`src/rtl/fifo_reader_pkg.sv`:
```
// rtl/fifo_reader_pkg.sv - shared FSM encodings and skid depth for the FIFO burst reader
package fifo_reader_pkg;

  typedef enum logic [1:0] {
    S_IDLE  = 2'd0,
    S_READ  = 2'd1,
    S_DRAIN = 2'd2
  } state_t;

  localparam int SKID_DEPTH = 2;

endpackage

```
`src/rtl/stream_skid_buffer.sv`:
```
// rtl/stream_skid_buffer.sv - 2-entry in-order register buffer; head entry drives the output stream
module stream_skid_buffer
  import fifo_reader_pkg::*;
#(
  parameter int WIDTH = 10
) (
  input  logic             i_Clk,
  input  logic             i_Rst_L,
  input  logic             i_tvalid,
  input  logic [WIDTH-1:0] i_tdata,
  output logic             o_tvalid,
  output logic [WIDTH-1:0] o_tdata,
  input  logic             i_tready,
  output logic [1:0]       o_count
);

  logic [WIDTH-1:0] r_Mem0;
  logic [WIDTH-1:0] r_Mem1;
  logic [1:0]       r_Count;
  logic             w_Pop;

  assign w_Pop    = (r_Count != 2'd0) & i_tready;
  assign o_tvalid = (r_Count != 2'd0);
  assign o_tdata  = r_Mem0;
  assign o_count  = r_Count;

  // r_Mem0 is always the oldest word; a pop shifts r_Mem1 forward
  always_ff @(posedge i_Clk or negedge i_Rst_L) begin
    if (!i_Rst_L) begin
      r_Mem0  <= '0;
      r_Mem1  <= '0;
      r_Count <= 2'd0;
    end else begin
      case ({i_tvalid, w_Pop})
        2'b10: begin
          if (r_Count == 2'd0) begin
            r_Mem0  <= i_tdata;
            r_Count <= 2'd1;
          end else if (r_Count == 2'd1) begin
            r_Mem1  <= i_tdata;
            r_Count <= 2'd2;
          end
        end
        2'b01: begin
          r_Mem0  <= r_Mem1;
          r_Count <= r_Count - 2'd1;
        end
        2'b11: begin
          if (r_Count == 2'd1) begin
            r_Mem0 <= i_tdata;
          end else begin
            r_Mem0 <= r_Mem1;
            r_Mem1 <= i_tdata;
          end
        end
        default: ;
      endcase
      assert (!(i_tvalid && !w_Pop && r_Count == 2'(SKID_DEPTH)))
        else $error("skid buffer push while full");
    end
  end

endmodule

```
`src/rtl/fifo_burst_reader.sv`:
```
// rtl/fifo_burst_reader.sv - drains a FIFO in fixed bursts onto a valid/ready stream with SOB/EOB markers
module fifo_burst_reader
  import fifo_reader_pkg::*;
#(
  parameter int WIDTH     = 8,
  parameter int BURST_LEN = 16
) (
  input  logic             i_Clk,
  input  logic             i_Rst_L,
  output logic             o_Fifo_Rd_En,
  input  logic             i_Fifo_Rd_DV,
  input  logic [WIDTH-1:0] i_Fifo_Rd_Data,
  input  logic             i_Fifo_Empty,
  input  logic             i_Fifo_AE_Flag,
  output logic             o_Tx_DV,
  output logic [WIDTH-1:0] o_Tx_Data,
  output logic             o_Tx_SOB,
  output logic             o_Tx_EOB,
  input  logic             i_Tx_Ready,
  output logic             o_Busy
);

  localparam int            CW   = $clog2(BURST_LEN + 1);
  localparam logic [CW-1:0] LAST = CW'(BURST_LEN - 1);

  state_t           r_State;
  logic [CW-1:0]    r_Issue_Cnt;
  logic [CW-1:0]    r_Cap_Cnt;
  logic             r_Inflight;
  logic             r_Stall;
  logic [WIDTH+1:0] r_Stall_Head;

  logic [1:0]       w_Buf_Count;
  logic             w_Pop;
  logic [2:0]       w_Credit;
  logic             w_Rd_En;
  logic [WIDTH+1:0] w_Push_Data;
  logic [WIDTH+1:0] w_Head;

  // Occupancy after this cycle's pop; reads stop once buffer + in-flight would exceed the skid depth
  assign w_Pop        = o_Tx_DV & i_Tx_Ready;
  assign w_Credit     = {1'b0, w_Buf_Count} + {2'b00, r_Inflight} - {2'b00, w_Pop};
  assign w_Rd_En      = (r_State == S_READ) & ~i_Fifo_Empty & (w_Credit < 3'(SKID_DEPTH));
  assign o_Fifo_Rd_En = w_Rd_En;
  assign o_Busy       = (r_State != S_IDLE);

  assign w_Push_Data = {(r_Cap_Cnt == '0), (r_Cap_Cnt == LAST), i_Fifo_Rd_Data};
  assign o_Tx_Data   = w_Head[WIDTH-1:0];
  assign o_Tx_SOB    = w_Head[WIDTH+1] & o_Tx_DV;
  assign o_Tx_EOB    = w_Head[WIDTH] & o_Tx_DV;

  stream_skid_buffer #(
    .WIDTH(WIDTH + 2)
  ) u_skid (
    .i_Clk    (i_Clk),
    .i_Rst_L  (i_Rst_L),
    .i_tvalid (i_Fifo_Rd_DV),
    .i_tdata  (w_Push_Data),
    .o_tvalid (o_Tx_DV),
    .o_tdata  (w_Head),
    .i_tready (i_Tx_Ready),
    .o_count  (w_Buf_Count)
  );

  always_ff @(posedge i_Clk or negedge i_Rst_L) begin
    if (!i_Rst_L) begin
      r_State     <= S_IDLE;
      r_Issue_Cnt <= '0;
      r_Cap_Cnt   <= '0;
      r_Inflight  <= 1'b0;
    end else begin
      r_Inflight <= w_Rd_En;
      if (w_Rd_En)      r_Issue_Cnt <= r_Issue_Cnt + CW'(1);
      if (i_Fifo_Rd_DV) r_Cap_Cnt   <= r_Cap_Cnt + CW'(1);
      case (r_State)
        S_IDLE: begin
          if (~i_Fifo_AE_Flag & ~i_Fifo_Empty) begin
            r_State     <= S_READ;
            r_Issue_Cnt <= '0;
            r_Cap_Cnt   <= '0;
          end
        end
        S_READ: begin
          if (w_Rd_En && r_Issue_Cnt == LAST) r_State <= S_DRAIN;
        end
        S_DRAIN: begin
          if (w_Pop && w_Head[WIDTH]) r_State <= S_IDLE;
        end
        default: r_State <= S_IDLE;
      endcase
    end
  end

  always_ff @(posedge i_Clk or negedge i_Rst_L) begin
    if (!i_Rst_L) begin
      r_Stall      <= 1'b0;
      r_Stall_Head <= '0;
    end else begin
      r_Stall      <= o_Tx_DV & ~i_Tx_Ready;
      r_Stall_Head <= {o_Tx_SOB, o_Tx_EOB, o_Tx_Data};
      assert (!(i_Fifo_Rd_DV && !r_Inflight))
        else $error("read data valid with no read in flight");
      assert (!(r_Stall && (!o_Tx_DV || {o_Tx_SOB, o_Tx_EOB, o_Tx_Data} != r_Stall_Head)))
        else $error("stream word changed while stalled");
    end
  end

endmodule
```
`config.mk`:
```
export PLATFORM = sky130hd
export DESIGN_NAME = fifo_burst_reader
export DESIGN_NICKNAME = d
export VERILOG_FILES = /design/src/rtl/fifo_reader_pkg.sv /design/src/rtl/stream_skid_buffer.sv /design/src/rtl/fifo_burst_reader.sv
export SDC_FILE = /design/constraint.sdc
export NUM_CORES = 1
export LEC_CHECK = 0
export BUFFER_PORTS_ARGS = -buffer_cell sky130_fd_sc_hd__clkbuf_2
export CORE_ASPECT_RATIO = 1.5
export CORE_UTILIZATION = 53
export CTS_CLUSTER_DIAMETER = 30
export DETAILED_ROUTE_END_ITERATION = 8
export PLACE_DENSITY_LB_ADDON = 0.25
export SLEW_MARGIN = 40
export SYNTH_ARGS = -nofsm -noshare
export SYNTH_HDL_FRONTEND = slang
export SYNTH_SLANG_ARGS = --single-unit
```
`constraint.sdc`:
```
create_clock -name i_Clk -period 3.6 [get_ports i_Clk]
set_input_delay 0.72 -clock i_Clk [delete_from_list [all_inputs] [get_ports i_Clk]]
set_output_delay 0.72 -clock i_Clk [all_outputs]
set_load 0.02 [all_outputs]
```
### Word-level counts from Yosys, hierarchy flattened

Cells that the tools add are included.

| operators by class | value |
|---|---|
| shifts and indexed selects | 0 |
| muxes and demuxes | 19 |
| $add $sub $neg | 5 |
| equal/unequal tests | 15 |
| reduce and logical (&&, ||, !) cells | 14 |
| bitwise operators | 8 |
| $lt $le $gt $ge | 1 |
| div/mod/pow operators | 0 |
| multiply operators | 0 |

Operator list:

| operator | number |
|---|---|
| 10-bit 2-to-1 mux | 4 |
| 5-bit 2-to-1 mux | 6 |
| 10-bit one-hot mux with 3 select lines | 1 |
| 10-bit one-hot mux with 2 select lines | 1 |
| 5-bit by 1-bit adder with 5-bit output, second input constant | 2 |
| 5-bit by 4-bit == test with 1-bit output, second input constant | 2 |
| 2-bit 2-to-1 mux | 5 |
| 2-bit != test, second input constant | 4 |
| 2-bit nonzero test | 4 |
| 1-bit bitwise AND | 6 |
| 2-bit by 1-bit == test with 1-bit output, second input constant | 3 |
| 2-bit == test, second input constant | 3 |
| 2-bit one-hot mux with 3 select lines | 1 |
| 3-bit AND reduction | 2 |
| 5-bit logical NOT | 1 |
| 2-bit logical NOT | 2 |
| 2-bit by 1-bit != test with 1-bit output, second input constant | 2 |
| 2-bit one-hot mux with 2 select lines | 1 |
| 2-bit AND reduction | 2 |
| 2-bit by 1-bit adder with 3-bit output | 1 |
| 3-bit by 2-bit less-than comparator with 1-bit output, second input constant | 1 |
| 3-bit by 1-bit != test with 1-bit output, second input constant | 1 |
| 3-bit nonzero test | 1 |
| 3-bit by 1-bit subtractor with 3-bit output | 1 |
| other kinds (3) | 5 |

| word-level totals | value |
|---|---|
| memories kept | 0 |
| RAM bits | 0 |
| word-level logic and storage cells | 69 |
| input bits | 14 |
| output and inout bits | 13 |
| latch bits | 0 |
| bits in read-only memories | 0 |
| bits in registers | 35 |

### Logic depth before layout (Yosys ltp)

Gate-level depths: netlist of run 1.

| logic depth | value |
|---|---|
| depth in word-level cells | 8 |
| mapped depth | 10 |

### Hierarchy

Synthesis of run 1 repeated with hierarchy kept, for this count alone.

| second synthesis, totals | value |
|---|---|
| cell total of the unflattened synthesis | 151 |
| area, all modules | 1838.0 µm² |

Modules (own cells, without submodules):

| module | area each (µm²) | times used | cells an instance | seq. area each (µm²) |
|---|---|---|---|---|
| stream_skid_buffer | 1072.3 | 1 | 78 | 550.5 |
| fifo_burst_reader | 765.7 | 1 | 73 | 325.3 |

### Least setup slack after synthesis of run 1

Ideal clock, no wire load.

| timing path | value |
|---|---|
| path kind | input -> output |
| from | input i_Tx_Ready |
| to | output o_Fifo_Rd_En |
| cell stages on the path | 7 |
| data arrival time | 2363 ps |
| path slack | 517 ps |
| cells stage by stage | buf_4 nor2b_1 and2_1 o21ai_0 fa_1 nand4bb_1 nor2_1 |

| on the way | value |
|---|---|
| longest elaborated chain between the ends | 4 |

RTL lines:

| what | line | RTL |
|---|---|---|
| from (decl) | fifo_burst_reader.sv:19 | `input logic i_Tx_Ready,` |
| 1-bit bitwise AND | fifo_burst_reader.sv:41 | `assign w_Pop = o_Tx_DV & i_Tx_Ready;` |
| 3-bit by 1-bit subtractor with 3-bit output | fifo_burst_reader.sv:42 | `assign w_Credit = {1'b0, w_Buf_Count} + {2'b00, r_Inflight} - {2'b00, w_Pop};` |
| 3-bit by 2-bit less-than comparator with 1-bit output | fifo_burst_reader.sv:43 | `assign w_Rd_En = (r_State == S_READ) & ~i_Fifo_Empty & (w_Credit < 3'(SKID_DEPTH));` |
| 1-bit bitwise AND | fifo_burst_reader.sv:43 |  |
| to (decl) | fifo_burst_reader.sv:10 | `output logic o_Fifo_Rd_En,` |

Every way passes these cells.

### Worst setup path in the final report of run 1

| timing path | value |
|---|---|
| from | register u_skid.r_Count[1] (netlist: u_skid.o_count[1]) |
| to | output o_Fifo_Rd_En |

| on the way | value |
|---|---|
| longest elaborated chain between the ends | 5 |
| elaborated cells between the ends (all ways) | 6 |
| those cells by class | add/sub: 2; order compare: 1; bitwise: 2; reduce/logical: 1 |

RTL lines:

| what | line | RTL |
|---|---|---|
| from (decl) | stream_skid_buffer.sv:19 | `logic [1:0] r_Count;` |
| from (signal assigned) | stream_skid_buffer.sv:46 | `r_Count <= r_Count - 2'd1;` |
| branches (longest 2 deep; another with 2-bit by 1-bit adder with 3-bit output) | n/a |  |
| 3-bit by 1-bit subtractor with 3-bit output (*) | fifo_burst_reader.sv:42 |  |
| 3-bit by 2-bit less-than comparator with 1-bit output (*) | fifo_burst_reader.sv:43 |  |
| 1-bit bitwise AND (*) | fifo_burst_reader.sv:43 |  |

Mark *: on every way between the ends.

==> run_results.csv, run 1 <==
group,metric,value,unit
outcome,outcome,"completed",
die,floorplan.rows,27,
cts,cts-htree-levels,2,
worst_setup_path,regToRegEndpoint,"r_Issue_Cnt[0]",
grt,grt_max_degree,36,
timing,post-route-worst-setup-slack,0.217,ns
layout,syn_to_final_growth,6.98,%
route,drt_first_iter_violations,45,
route,routed_via_density,5.95,
die,starting_density,56.5,%
timing,worst_slew_pin_slew,0.708,ns
route,wire_per_inst,16.5,um
run,drv.max_cap_violation_count,0,
layout,layout_common_cells,"sky130_fd_sc_hd__dfrtp_1, sky130_fd_sc_hd__clkbuf_2, sky130_fd_sc_hd__nor2_1",
worst_setup_path,worst_r2r_path_depth,9,
synth,syn_area_per_cell,10.5,sq um
place,hpwlAfterDp,2970,um
worst_setup_path,worst_setup_path_end_kind,"output pin",
cts,insertion_delay,0.28,ns
pwr,p_per_area,874,nW/um^2
route,detail_route.wirelength,4270,um
cts,clk_pin_slew,0.07,ns
synth,synth_cell_type_count,44,
synth,synth-warning-count,0,
layout,leading_cell_type_in_the_layout_fill_and_taps_excluded,"sky130_fd_sc_hd__dfrtp_1",
synth,seq_area_frac_synth,41.7,%
cts,cts_hold_buf,0,
synth,synth_async_sr_flop_share,100,%
synth,post_synth_instance_area,2100,sq um
synth,synth_nets,221,
layout,fill_cells,326,
cts,cts_tree,"yes",
place,placement.setup.worst_slack,0.381,ns
pwr,peakVddDrop,0.544,mV
route,vias,1536,
timing,fmaxAchievable,296,MHz
synth,netlist_top_cells_area,"sky130_fd_sc_hd__dfrtp_1, sky130_fd_sc_hd__mux2_4, sky130_fd_sc_hd__mux2i_1",
route,drc,0,
place,placement.cell_area,2170,sq um
layout,stdcell_area,2240,sq um
layout,finalNetCount,238,
worst_setup_path,worst-setup-path-type,"reg2out",
timing,slew_headroom,52.8,%
cts,postCtsSetupBuffers,0,
die,floorplan.die_area,4220,sq um
synth,synth_top_flop_cell,"sky130_fd_sc_hd__dfrtp_1",
cts,clock_sink_count,35,
die,ioPinCount,27,
cts,cts_buffer_depth,2,
timing,setup_total_negative_slack,0,ns
pwr,power_leakage,1.07,nW
route,drt_pre_antenna_iters,4,
cts,cts_made_buffers,5,
layout,final_layout_size_suffix_gt1_share,25.6,%
worst_setup_path,crit_path_max_fanout,5,
timing,timing.final.hold_violations,0,
grt,grt_use_total,23.5,%
synth,synth_top_cell_area_share,41.7,%
synth,synth-edff-count,0,
timing,maxSlewViolCount,0,
worst_setup_path,cp.arrival,2.66,ns
die,die-height,79.1,um
timing,unrepaired_setup_endpoints_after_global_routing,"no",
cts,cts.root.buffer_cell,"sky130_fd_sc_hd__clkbuf_8",
die,die_w,53.4,um
synth,synth.largest_area_cell,"sky130_fd_sc_hd__dfrtp_1",
grt,via_count_of_the_first_global_routing_pass,1527,
place,final_weighted_congestion_in_routability_driven_placement,0.738,
synth,syn_inst,199,
worst_setup_path,r2r_setup_slack,1.04,ns
grt,number_of_antenna_violations_at_the_first_check_in_global_routing,0,
place,numPortBuffers,26,
worst_setup_path,critical_path.startpoint_type,"flip-flop",
timing,finClkSkew,0.00504,ns
grt,grt_first_pass_wirelength,7160,um
layout,antenna-diode-count,0,
timing,timing.final.crit_share,94.0,%
worst_setup_path,reg2reg_from,"u_skid.o_count[1]",
route,route.antenna.remaining_nets,0,
die,core,3720,sq um
synth,synth-seq-cells,35,
min_path,hp-class,"in2async",
worst_setup_path,critical_path_required,2.88,ns
cts,cts_resized,0,
timing,timing.final.crit_period,3.38,ns
grt,overflow,0,
timing,timing.final.setup_violations,0,
[final cells by class]
| cell class | count | area [sq um] | share of cell area (%) |
|---|---|---|---|
| Tap cell | 43 | 53.8 | 2.40 |
| Clock buffer | 6 | 72.6 | 3.23 |
| Sequential cell | 35 | 877 | 39.1 |
| Inverter | 10 | 37.5 | 1.67 |
| Multi-Input combinational cell | 134 | 1040 | 46.4 |
| Timing Repair Buffer | 30 | 163 | 7.25 |
[registers in the layout, indices dropped and copies added, names as in the netlist]
name and cells:
r_Inflight 1, r_State 2, u_skid.r_Mem1 10, r_Issue_Cnt 5, u_skid.o_tdata 10, u_skid.o_count 2, r_Cap_Cnt 5
[worst max-delay path: stages (launching register included)]
cell	delay, ns
sky130_fd_sc_hd__dfrtp_2	0.42
sky130_fd_sc_hd__inv_1	0.10
sky130_fd_sc_hd__ha_1	0.21
sky130_fd_sc_hd__nor2b_1	0.17
sky130_fd_sc_hd__and2_1	0.19
sky130_fd_sc_hd__o21ai_0	0.12
sky130_fd_sc_hd__fa_1	0.51
sky130_fd_sc_hd__nand4bb_1	0.21
sky130_fd_sc_hd__nor2_2	0.24
sky130_fd_sc_hd__clkbuf_2	0.20
[synthesized netlist by cell type, types with 3 or more instances]
library cell and number:
sky130_fd_sc_hd__ha_1 7, sky130_fd_sc_hd__buf_4 12, sky130_fd_sc_hd__mux2_4 10, sky130_fd_sc_hd__a21oi_1 4, sky130_fd_sc_hd__and3_1 4, sky130_fd_sc_hd__xor2_1 4, sky130_fd_sc_hd__nor2b_1 3, sky130_fd_sc_hd__nor2_1 22
sky130_fd_sc_hd__buf_2 3, sky130_fd_sc_hd__a211o_1 8, sky130_fd_sc_hd__mux2i_1 11, sky130_fd_sc_hd__buf_6 3, sky130_fd_sc_hd__dfrtp_1 35, sky130_fd_sc_hd__a221oi_1 8, sky130_fd_sc_hd__nand3_1 3, sky130_fd_sc_hd__o21ai_0 15
sky130_fd_sc_hd__or2_2 4, sky130_fd_sc_hd__inv_1 10
[cell families (layout without fill, tap and decap cells)]
kind of cell             Yosys count  count (layout)  share of synthesized area, %
buffers and inverters             30              46                          8.77
AND/OR/NAND/NOR                   50              50                          12.6
flip-flops                        35              35                          41.7
AO/OA/AOI/OAI                     49              49                          16.8
adder cells (fa/ha/maj)            8               8                          5.13
XOR/XNOR                           6               6                          2.50
multiplexers                      21              21                          12.4
[metal layers]
layer  GRT usage, %  share of wire, %
met5              0                 0
met3           4.98               3.3
met2           40.9                53
met4           9.47               1.8
met1           26.8                42
[report_power, final]
part,internal [W],switching [W]
combinational,0.000448,0.000534
clock,0.000129,0.000127
sequential,0.000576,0.000147
total,0.00115,0.000808
[worst max-delay path by stage]
stage                           start           end
floorplan                  i_Tx_Ready  o_Fifo_Rd_En
global placement           i_Tx_Ready  o_Fifo_Rd_En
detailed placement         i_Tx_Ready  o_Fifo_Rd_En
CTS                 u_skid.o_count[1]  o_Fifo_Rd_En
global route        u_skid.o_count[1]  o_Fifo_Rd_En
finish              u_skid.o_count[1]  o_Fifo_Rd_En
[metrics by stage]
| step | cells | power, W | hold WS, ns | utilization, % |
|---|---|---|---|---|
| floorplan | 199 | 0.00153 | 0.424 | - |
| global placement | 252 | 0.00164 | 0.467 | 58.3 |
| detailed placement | 252 | 0.00171 | 0.472 | 58.4 |
| CTS | 258 | 0.00198 | 0.436 | 60.3 |
| global route | 258 | 0.00211 | 0.454 | 60.4 |
| finish | 258 | 0.00196 | 0.413 | 60.4 |
No activity file was read; power rests on OpenSTA's default activity.
==> run 2: changes to the inputs <==
--- a/config.mk
+++ b/config.mk
@@ -5,6 +5,7 @@
 export SDC_FILE = /design/constraint.sdc
 export NUM_CORES = 1
 export LEC_CHECK = 0
+export ABC_AREA = 1
 export BUFFER_PORTS_ARGS = -buffer_cell sky130_fd_sc_hd__clkbuf_2
 export CORE_ASPECT_RATIO = 1.5
 export CORE_UTILIZATION = 53
@@ -14,4 +15,6 @@
 export SLEW_MARGIN = 40
 export SYNTH_ARGS = -nofsm -noshare
 export SYNTH_HDL_FRONTEND = slang
+export SYNTH_HIERARCHICAL = 1
 export SYNTH_SLANG_ARGS = --single-unit
+export TNS_END_PERCENT = 5
==> run 2 against run 1 <==
Design area up 10%. Synthesized cell count rose by 64%. Combinational power up 13%. Critical path depth grew 5. Via count rose by 34%. First-iteration DRC count increased by 49%. Count of clock-buffer cells in the layout rose by 1. Sequential share of layout area decreased by 3.6 points. Die area rose by 5.4%.
==> run_results.csv, run 2 <==
group,metric,value,unit
layout,final_layout_size_suffix_gt1_share,14.4,%
synth,synth_top_cell_area_share,39.5,%
layout,finalNetCount,377,
layout,finish.utilization,62.5,%
synth,synthTopCellsByCount,"sky130_fd_sc_hd__nand2_1, sky130_fd_sc_hd__inv_1, sky130_fd_sc_hd__dfrtp_1",
grt,via_count_of_the_first_global_routing_pass,1835,
route,detailroute.wirelength.met3,209,um
run,drv.max_cap_violation_count,0,
synth,synth.area.mux_share,0,%
route,vias,2065,
place,dp.cells,392,
grt,number_of_antenna_violations_at_the_first_check_in_global_routing,0,
synth,synth_nets,349,
layout,stdcell_count,400,
timing,timing.final.hold_violations,0,
worst_setup_path,crit_buf_inv,6,
worst_setup_path,reg2reg_from,"u_skid/o_count[1]",
die,starting_density,55.9,%
timing,worst_slew_pin_slew,0.581,ns
worst_setup_path,cp.arrival,2.73,ns
cts,clk_pin_slew,0.07,ns
worst_setup_path,critical_path_required,2.88,ns
layout,leading_cell_type_in_the_layout_fill_and_taps_excluded,"sky130_fd_sc_hd__nand2_1",
synth,synth_async_sr_flop_share,100,%
worst_setup_path,regToRegEndpoint,"r_State[0]",
die,ioPinCount,27,
timing,slew_headroom,61.3,%
route,drt_first_iter_violations,67,
cts,cts_hold_buf,0,
worst_setup_path,path_common_cell,"sky130_fd_sc_hd__inv_1",
place,final_weighted_congestion_in_routability_driven_placement,0.810,
die,die-height,81.2,um
worst_setup_path,critical_path.startpoint_type,"flip-flop",
route,wire_per_inst,12.1,um
min_path,hp-class,"in2async",
timing,timing.final.crit_period,3.45,ns
worst_setup_path,worst_r2r_path_depth,16,
synth,synth-compound-area-share,9.15,%
cts,cts_buffer_depth,2,
synth,post_synth_instance_area,2210,sq um
worst_setup_path,worst_setup_path_end_kind,"output pin",
place,hpwlAfterDp,3460,um
layout,antenna-diode-count,0,
route,drt_pre_antenna_iters,4,
synth,synth_fa_ha_area_share,5.42,%
worst_setup_path,crit_path_top_delay_cell,"sky130_fd_sc_hd__fa_1",
synth,synth-xor-area-share,0,%
layout,stdcell_area,2470,sq um
place,numPortBuffers,26,
layout,syn_to_final_growth,11.6,%
worst_setup_path,critical_path_depth,14,
timing,setup_total_negative_slack,0,ns
timing,timing.final.crit_share,95.8,%
pwr,peakVddDrop,0.510,mV
worst_setup_path,crit_chain,"inv_2, ha_4, inv_2, nand2_1, inv_1, ha_1, inv_1, nand2_1, fa_1, inv_1, nor2_1, nand2_2, nor2_8, clkbuf_2",
synth,synth-edff-count,0,
die,core,3960,sq um
route,routed_via_density,5.16,
pwr,power_leakage,1.43,nW
timing,finClkSkew,0.00680,ns
route,routedLengthMet1,2010,um
cts,cts-htree-levels,2,
synth,synth_top_flop_cell,"sky130_fd_sc_hd__dfrtp_1",
worst_setup_path,critical-path-top-delay-family,"adder cells",
synth,synth.largest_area_cell,"sky130_fd_sc_hd__dfrtp_1",
cts,postCtsSetupBuffers,0,
synth,synth-warning-count,6,
synth,syn_area_per_cell,6.79,sq um
synth,synth_cell_type_count,24,
worst_setup_path,crit_path_max_fanout,10,
route,met2RoutedLength,2500,um
timing,timing.final.setup_violations,0,
cts,cts_made_buffers,5,
die,floorplan.die_area,4450,sq um
cts,cts.root.buffer_cell,"sky130_fd_sc_hd__clkbuf_8",
worst_setup_path,worst-setup-path-type,"reg2out",
timing,maxSlewViolCount,0,
grt,grt_max_degree,36,
synth,yosys.area_share.simple,33.7,%
worst_setup_path,maximum_cell_stage_delay_along_the_critical_path,0.47,ns
grt,grt_first_pass_wirelength,7900,um
worst_setup_path,r2r_setup_slack,1.02,ns
cts,insertion_delay,0.29,ns
synth,seq_area_frac_synth,39.5,%
cts,clock_sink_count,35,
synth,most_repeated_cell_in_the_gate_level_netlist_after_synthesis,"sky130_fd_sc_hd__nand2_1",
die,floorplan.rows,28,
timing,fmaxAchievable,290,MHz
layout,layout_common_cells,"sky130_fd_sc_hd__nand2_1, sky130_fd_sc_hd__inv_1, sky130_fd_sc_hd__dfrtp_1",
route,topRoutingLayerUsed,"met4",
worst_setup_path,worst_setup_path_startpoint,"u_skid/o_count[1]",
grt,overflow,0,
synth,netlist_top_cells_area,"sky130_fd_sc_hd__dfrtp_1, sky130_fd_sc_hd__nand2_1, sky130_fd_sc_hd__inv_1",
place,placement.cell_area,2380,sq um
die,die_w,54.8,um
synth,largest_family_of_logic_cells_by_synthesized_area,"simple AND/OR/NAND/NOR gates",
worst_setup_path,capturing_instance_or_port_of_the_critical_path,"o_Fifo_Rd_En",
pwr,p_per_area,850,nW/um^2
outcome,outcome,"completed",
synth,synth-seq-cells,35,
synth,syn_inst,326,
route,drc,0,
route,route.antenna.remaining_nets,0,
cts,cts_tree,"yes",
grt,grt_use_total,24.8,%
route,detail_route.wirelength,4860,um
==> run 2: power breakdown <==
part | internal (W) | switching (W)
Sequential | 0.000577 | 0.000131
Clock | 0.000136 | 0.000141
Combinational | 0.000385 | 0.000730
Total | 0.00110 | 0.00100
==> run 2: area by class of cell <==
cell class,count,area [sq um]
Fill cell,399,1490
Multi-Input combinational cell,223,1080
Sequential cell,35,876
Inverter,61,229
Timing Repair Buffer,28,148
Clock buffer,7,76.3
Tap cell,45,56.3
Clock inverter,1,5.00
==> run 2: metal layers <==
metal | global-route usage [%] | up-vias
li1 | - | 1056
met2 | 43.3 | 56
met3 | 4.68 | 11
met1 | 26.5 | 942
met5 | 0 | -
met4 | 13.6 | 0
==> run 2: repair_timing <==
item                                   CTS  global route
setup endpoints to repair                1             1
endpoints found under the hold margin    0             0
resized for setup                        1             2
==> run 2: cell families (layout without fill, tap and decap cells) <==
kind of cell,after synthesis,in the layout
AO/OA/AOI/OAI,36,36
adder cells (fa/ha/maj),9,9
flip-flops,35,35
AND/OR/NAND/NOR,178,178
buffers and inverters,68,97
==> run 2: how the worst min path moves through the flow <==
stage	from	endpoint	slack (ns)
floorplan	i_Rst_L	r_Cap_Cnt[0]	0.42
global placement	u_skid/o_tdata[1]	u_skid/o_tdata[1]	0.46
detailed placement	u_skid/o_tdata[1]	u_skid/o_tdata[1]	0.47
CTS	i_Rst_L	u_skid/r_Mem1[9]	0.43
global route	i_Rst_L	u_skid/r_Mem1[5]	0.46
finish	i_Rst_L	r_Cap_Cnt[0]	0.42
==> run 2: through the flow <==
step / hold slack, ns / setup WS (ns) / total power (W)
5_1_grt: 0.461 / -0.00937 / 0.00232
3_5_place_dp: 0.468 / 0.289 / 0.00181
4_1_cts: 0.434 / 0.0346 / 0.00210
2_1_floorplan: 0.424 / 0.576 / 0.00154
3_3_place_gp: 0.463 / 0.377 / 0.00178
6_report: 0.417 / 0.149 / 0.00210
